<file path="src/rtl/demux8_deser_pkg.sv">
// -----------------------------------------------------------------------------
// demux8_pkg
// Shared constants and types for the 1:8 serial-to-parallel demultiplexer.
//   SLOTS          : channels per frame (fixed at 8)
//   SLOT_W         : width of the slot index
//   demux8_state_t : receive FSM states (IDLE = unsynchronised, COLLECT = in frame)
// -----------------------------------------------------------------------------
package demux8_pkg;

  localparam int SLOTS  = 8;
  localparam int SLOT_W = 3;

  typedef enum logic [0:0] {
    IDLE    = 1'b0,
    COLLECT = 1'b1
  } demux8_state_t;

endpackage

</file>
<file path="src/rtl/demux8_deser_if.sv">
// -----------------------------------------------------------------------------
// demux8_deser_if
// Serial input beat and parallel frame output of demux8_deser, bundled.
//   in, in_valid, frame_start : serial beat from the producer
//   out, out_valid, out_ready : completed frame, valid/ready handshake
//   slot                      : index the next accepted bit will occupy
//   frame_err                 : one-cycle pulse, frame_start arrived mid-frame
//   overrun                   : sticky, an unaccepted frame was replaced
// master = producer/consumer side, slave = demultiplexer side.
// -----------------------------------------------------------------------------
interface demux8_deser_if;
  import demux8_pkg::*;

  logic              in;
  logic              in_valid;
  logic              frame_start;
  logic [SLOTS-1:0]  out;
  logic              out_valid;
  logic              out_ready;
  logic [SLOT_W-1:0] slot;
  logic              frame_err;
  logic              overrun;

  modport master (
    output in, in_valid, frame_start, out_ready,
    input  out, out_valid, slot, frame_err, overrun
  );

  modport slave (
    input  in, in_valid, frame_start, out_ready,
    output out, out_valid, slot, frame_err, overrun
  );

endinterface

</file>
<file path="src/rtl/demux8_deser_slot_counter.sv">
// -----------------------------------------------------------------------------
// slot_counter
// Slot index counter for the demultiplexer.
//   clk, rst : clock, asynchronous active-high reset
//   en       : advance the count by one (wraps 7 -> 0)
//   load1    : synchronous load to 1 (beat at slot 0 on frame_start); wins over en
//   count_r  : current slot index
//   wrap_s   : count_r is on the last slot of the frame
// -----------------------------------------------------------------------------
module slot_counter
  import demux8_pkg::*;
(
  input  logic              clk,
  input  logic              rst,
  input  logic              en,
  input  logic              load1,
  output logic [SLOT_W-1:0] count_r,
  output logic              wrap_s
);

  // Slot index register.
  always_ff @(posedge clk or posedge rst) begin
    if (rst) begin
      count_r <= {SLOT_W{1'b0}};
    end else if (load1) begin
      count_r <= SLOT_W'(1);
    end else if (en) begin
      count_r <= count_r + SLOT_W'(1);
    end else begin
      count_r <= count_r;
    end
  end

  assign wrap_s = (count_r == SLOT_W'(SLOTS - 1));

endmodule

</file>
<file path="src/rtl/demux8_deser.sv">
// -----------------------------------------------------------------------------
// demux8_deser
// Serial-to-parallel 1:8 demultiplexer. Slot k of a framed bit stream lands in
// out[k]. Completed frames are held in a single output register with a
// valid/ready handshake; overrun and mid-frame resync are reported.
//   clk, rst : clock, asynchronous active-high reset
//   bus      : demux8_deser_if.slave (serial input, frame output, status)
// -----------------------------------------------------------------------------
module demux8_deser
  import demux8_pkg::*;
(
  input  logic           clk,
  input  logic           rst,
  demux8_deser_if.slave  bus
);

  demux8_state_t     state_r;
  demux8_state_t     state_nxt_s;
  logic [SLOT_W-1:0] slot_s;
  logic              wrap_s;
  logic              start_s;
  logic              cnt_en_s;
  logic              cnt_load_s;
  logic              stage_wr_s;
  logic              complete_s;
  logic              err_s;
  logic [SLOT_W-1:0] wr_idx_s;
  logic [SLOTS-1:0]  staging_r;
  logic [SLOTS-1:0]  out_r;
  logic              out_valid_r;
  logic              frame_err_r;
  logic              overrun_r;

  assign start_s  = bus.in_valid & bus.frame_start;
  // A frame_start beat always goes to slot 0, whatever the counter says.
  assign wr_idx_s = cnt_load_s ? {SLOT_W{1'b0}} : slot_s;

  slot_counter u_slot_counter (
    .clk     (clk),
    .rst     (rst),
    .en      (cnt_en_s),
    .load1   (cnt_load_s),
    .count_r (slot_s),
    .wrap_s  (wrap_s)
  );

  // FSM state register.
  always_ff @(posedge clk or posedge rst) begin
    if (rst) begin
      state_r <= IDLE;
    end else begin
      state_r <= state_nxt_s;
    end
  end

  // FSM next-state logic: once synchronised, only reset leaves COLLECT.
  always_comb begin
    state_nxt_s = state_r;
    case (state_r)
      IDLE: begin
        if (start_s) begin
          state_nxt_s = COLLECT;
        end else begin
          state_nxt_s = IDLE;
        end
      end
      COLLECT: state_nxt_s = COLLECT;
      default: state_nxt_s = IDLE;
    endcase
  end

  // FSM output decode: counter control, staging write, completion, error.
  always_comb begin
    cnt_en_s   = 1'b0;
    cnt_load_s = 1'b0;
    stage_wr_s = 1'b0;
    complete_s = 1'b0;
    err_s      = 1'b0;
    case (state_r)
      IDLE: begin
        if (start_s) begin
          cnt_load_s = 1'b1;
          stage_wr_s = 1'b1;
        end else begin
          cnt_load_s = 1'b0;
        end
      end
      COLLECT: begin
        if (start_s) begin
          // Resync: partial frame is abandoned; only an error if mid-frame.
          cnt_load_s = 1'b1;
          stage_wr_s = 1'b1;
          err_s      = (slot_s != {SLOT_W{1'b0}});
        end else if (bus.in_valid) begin
          cnt_en_s   = 1'b1;
          stage_wr_s = 1'b1;
          complete_s = wrap_s;
        end else begin
          cnt_en_s   = 1'b0;
        end
      end
      default: begin
        cnt_en_s = 1'b0;
      end
    endcase
  end

  // Staging register: one bit per slot, written as beats arrive.
  always_ff @(posedge clk or posedge rst) begin
    if (rst) begin
      staging_r <= {SLOTS{1'b0}};
    end else if (stage_wr_s) begin
      staging_r[wr_idx_s] <= bus.in;
    end else begin
      staging_r <= staging_r;
    end
  end

  // Output frame register and handshake; completion wins over acceptance.
  always_ff @(posedge clk or posedge rst) begin
    if (rst) begin
      out_r       <= {SLOTS{1'b0}};
      out_valid_r <= 1'b0;
    end else if (complete_s) begin
      out_r       <= {bus.in, staging_r[SLOTS-2:0]};
      out_valid_r <= 1'b1;
    end else if (out_valid_r && bus.out_ready) begin
      out_r       <= out_r;
      out_valid_r <= 1'b0;
    end else begin
      out_r       <= out_r;
      out_valid_r <= out_valid_r;
    end
  end

  // Error flags: frame_err is a one-cycle pulse, overrun is sticky until reset.
  always_ff @(posedge clk or posedge rst) begin
    if (rst) begin
      frame_err_r <= 1'b0;
      overrun_r   <= 1'b0;
    end else begin
      frame_err_r <= err_s;
      if (complete_s && out_valid_r && !bus.out_ready) begin
        overrun_r <= 1'b1;
      end else begin
        overrun_r <= overrun_r;
      end
    end
  end

  assign bus.out       = out_r;
  assign bus.out_valid = out_valid_r;
  assign bus.slot      = slot_s;
  assign bus.frame_err = frame_err_r;
  assign bus.overrun   = overrun_r;

endmodule
</file>
<file path="src/flat_wrapper.sv">
// flat-port wrapper written by rule: the top's interface ports become plain ports
module demux8_deser_flat import demux8_pkg::*;
  (clk, rst, bus_in, bus_in_valid, bus_frame_start, bus_out_ready, bus_out, bus_out_valid, bus_slot, bus_frame_err, bus_overrun);
  demux8_deser_if bus_i ();
  input  logic clk;
  input  logic rst;
  input wire logic [$bits(bus_i.in)-1:0] bus_in;
  input wire logic [$bits(bus_i.in_valid)-1:0] bus_in_valid;
  input wire logic [$bits(bus_i.frame_start)-1:0] bus_frame_start;
  input wire logic [$bits(bus_i.out_ready)-1:0] bus_out_ready;
  output wire logic [$bits(bus_i.out)-1:0] bus_out;
  output wire logic [$bits(bus_i.out_valid)-1:0] bus_out_valid;
  output wire logic [$bits(bus_i.slot)-1:0] bus_slot;
  output wire logic [$bits(bus_i.frame_err)-1:0] bus_frame_err;
  output wire logic [$bits(bus_i.overrun)-1:0] bus_overrun;
  assign bus_i.in = bus_in;
  assign bus_i.in_valid = bus_in_valid;
  assign bus_i.frame_start = bus_frame_start;
  assign bus_i.out_ready = bus_out_ready;
  assign bus_out = bus_i.out;
  assign bus_out_valid = bus_i.out_valid;
  assign bus_slot = bus_i.slot;
  assign bus_frame_err = bus_i.frame_err;
  assign bus_overrun = bus_i.overrun;
  demux8_deser u_core (.clk(clk), .rst(rst), .bus(bus_i));
endmodule
</file>
<file path="config.mk">
export PLATFORM = sky130hd
export DESIGN_NAME = demux8_deser_flat
export DESIGN_NICKNAME = d
export VERILOG_FILES = /design/src/rtl/demux8_deser_pkg.sv /design/src/rtl/demux8_deser_if.sv /design/src/rtl/demux8_deser_slot_counter.sv /design/src/rtl/demux8_deser.sv /design/src/flat_wrapper.sv
export SDC_FILE = /design/constraint.sdc
export NUM_CORES = 1
export LEC_CHECK = 0
export ABC_CLOCK_PERIOD_IN_PS = 1400
export CORE_UTILIZATION = 30
export DETAILED_ROUTE_END_ITERATION = 16
export PLACE_DENSITY_LB_ADDON = 0.2
export SLEW_MARGIN = 20
export SYNTH_ARGS = -nofsm -noshare
export SYNTH_HDL_FRONTEND = slang
export SYNTH_SLANG_ARGS = --single-unit
export TNS_END_PERCENT = 20
</file>
<file path="constraint.sdc">
create_clock -name clk -period 1.4 [get_ports clk]
set_input_delay 0.28 -clock clk [delete_from_list [all_inputs] [get_ports clk]]
set_output_delay 0.28 -clock clk [all_outputs]
set_load 0.01 [all_outputs]
</file>
==> flow_metrics.tcl <==
set metrics [dict create \
    clk_pin_slew_ps 130 \
    dieArea_sq_um 3390 \
    max_slew_margin_pct 81.5 \
    crit_arrival_ps 1650 \
    io_buffers 19 \
    dpl.hpwl_um 1280 \
    initial_utilization_pct 31.3 \
    grt_pass1_wl_um 3260 \
    gp_congestion 0.773 \
    crit_type "primary input to register" \
    final_common_cell "dfrtp_1" \
    drive_above_1_share_pct 42.4 \
    ys_seq_area_share_pct 58.0 \
    intPower_mw 1.18 \
    netlist_area_sq_um 948 \
    clock-sinks 22 \
    synth_top_area_share_pct 58.0 \
    startpoint_type "primary input" \
    synth_area_leaders "dfrtp_1, mux2_2, ha_1" \
    ys_ff_latch 22 \
    cts-root-buf "clkbuf_4" \
    synth_cell_types 23 \
    fin_cells 143 \
    seqPwrFrac_pct 51.0 \
    fin_crit_ps 1440 \
    end_kind "register" \
    first_pass_iters 2 \
    synth_warnings 0 \
    vias 659 \
    cts_tree "done" \
    grt_antenna_before_repair 0 \
    dp.cells 137 \
    violations "negative setup slack" \
    worstMarginPinSlew_ps 278 \
    fin_nets 109 \
    htreeDepth 1 \
    grt_usage_pct 13.0 \
    cap_violations 0 \
    netlist_instances 66 \
    core-area_sq_um 3030 \
    clockBufferDepth 2 \
    finClkSkew_ps 9.15 \
    num_antenna_cells 0 \
    power_mw 1.64 \
    die_h_um 58.2 \
    min_path_type "primary input to asynchronous set/reset pin" \
    leakage_nw 0.676 \
    syn_to_final_growth_pct 38.5 \
    setup_tns_ps -98.7 \
    drc 0 \
    yosysTopAreaCell "dfrtp_1" \
    first_iter_violations 7 \
    postSynthAreaPerCell_sq_um 14.4 \
    synth_nets 75 \
    rsz0062_at_grt "true" \
    p_sw_share_pct 27.8 \
    hold_viol_final 0 \
    drt_wl_total_um 1950 \
    layout_common_cells "dfrtp_1, mux2_2, dlygate4sd2_1" \
    drtAntennaViolNets 0 \
    cts-buffers-inserted 3 \
    grt_max_degree 23 \
    finalSetupViolCount 7 \
    finalCritPeriodShare_pct 103 \
    grt_overflow 0 \
    power_frac_comb_pct 27.3 \
    dp_slack_ps -345 \
    cts-hold-fix-buffers 0 \
    power.density_nw_per_um2 1250 \
    max_freq_mhz 694 \
    post_drt_wl_per_cell_um 13.6 \
    vdd_drop_max_mv 0.530 \
    outcome "complete, but fails checks" \
    setup_slack_ps -40.4 \
    final_util_pct 43.4 \
    insertion_delay_ps 310 \
    ioPinCount 20 \
    slew_viol_final 0 \
    critPathMaxFanout 5 \
    vias_per_cell 4.61 \
    power_switching_mw 0.455 \
    die_w_um 58.2 \
    power_frac_clock_pct 21.7 \
    grt_pass1_vias 730 \
    worstPathRequired_ps 1600 \
    rows 20 \
]
cell usage after synthesis:
cell type and number:
a21boi_0 1, a21o_2 1, a22o_1 2, and3b_2 1, and4bb_2 1, buf_6 1
dfrtp_1 22, ha_1 3, inv_1 4, mux2_2 15, nand2_1 1, nand2_4 1
nand2b_1 1, nand3_1 2, nand3b_1 1, nand4b_1 1, nor3_1 2, nor3b_1 1
nor4b_2 1, o2111a_1 1, o21ai_0 1, o21ai_1 1, o21bai_1 1
worst paths after layout:
| kind | start | endpoint | slack (ps) | cells past startpoint |
|---|---|---|---|---|
| hold / removal | rst | u_core.bus.out_valid$_DFFE_PP0P_ | 280 | 3 |
| setup / recovery | bus_in_valid | u_core.staging_r[5]$_DFFE_PP0P_ | -40 | 4 |
| setup reg to reg | u_core.u_slot_counter.count_r[0]$_DFFE_PP0P_ | u_core.staging_r[5]$_DFFE_PP0P_ | -20 | 4 |
| min in group clk | bus_frame_start | u_core.state_r$_DFF_PP0_ | 400 | 3 |
| hold reg to reg | u_core.bus.overrun$_DFFE_PP0P_ | u_core.bus.overrun$_DFFE_PP0P_ | 490 | 1 |
| max in group asynchronous | rst | u_core.u_slot_counter.count_r[1]$_DFFE_PP0P_ | 880 | 3 |
what timing repair did:
action / CTS / global route
pin swaps: 1 / 2
resized for setup: 21 / 6
cloned: 0 / 1
setup endpoints to repair: 23 / 14
setup buffers: 1 / 0
sequential cells by signal (all words and copies together) (netlist names):
register                       flops
u_core.bus.overrun                 1
u_core.u_slot_counter.count_r      3
u_core.bus.frame_err               1
u_core.state_r                     1
u_core.bus.out_valid               1
u_core.bus.out                     8
u_core.staging_r                   7
power groups by stage:
stage,clock network (mW),logic [mW],registers [mW]
CTS,0.369,0.434,0.836
detailed placement,0,0.455,0.857
global route,0.396,0.493,0.856
global placement,0,0.444,0.856
finish,0.356,0.448,0.836
floorplan,0,0.200,0.882
critical path, cell delays in order:
cell	delay [ps]
clkdlybuf4s50_1	530
nand4b_1	240
nor3b_2	280
mux2_4	310
stage by stage:
step | cell area (sq um) | hold WS [ps]
after detailed placement | 1250 | 467
after global routing | 1310 | 333
after global placement | 1250 | 462
final | 1310 | 280
after floorplan | 953 | 269
after CTS | 1290 | 290
layer usage:
layer	wire length (um)	global-route usage (%)	up-vias
met5	0	0	-
met4	43	7.14	0
met3	74	2.23	5
met2	848	20.9	19
met1	980	16.7	330
li1	-	-	305
area by class of cell:
type                       count  area, sq um
multi-input combinational     40          404
inverter                       4         15.0
tap                           44         55.1
sequential                    22          553
fill                         315         1710
clock buffer                   4         36.3
timing repair buffer          29          250
logic make-up (layout without fill, tap and decap cells):
family	Yosys count	after routing	synth area share (%)
DFF	22	22	58.0
muxes	15	15	17.8
and+or+nand+nor	13	14	10.8
AOI/OAI and AO/OA	8	8	6.60
buffers and inverters	5	37	2.77
adders and majority gates	3	3	3.96
Note: power is estimated with default switching activity, not from simulation.
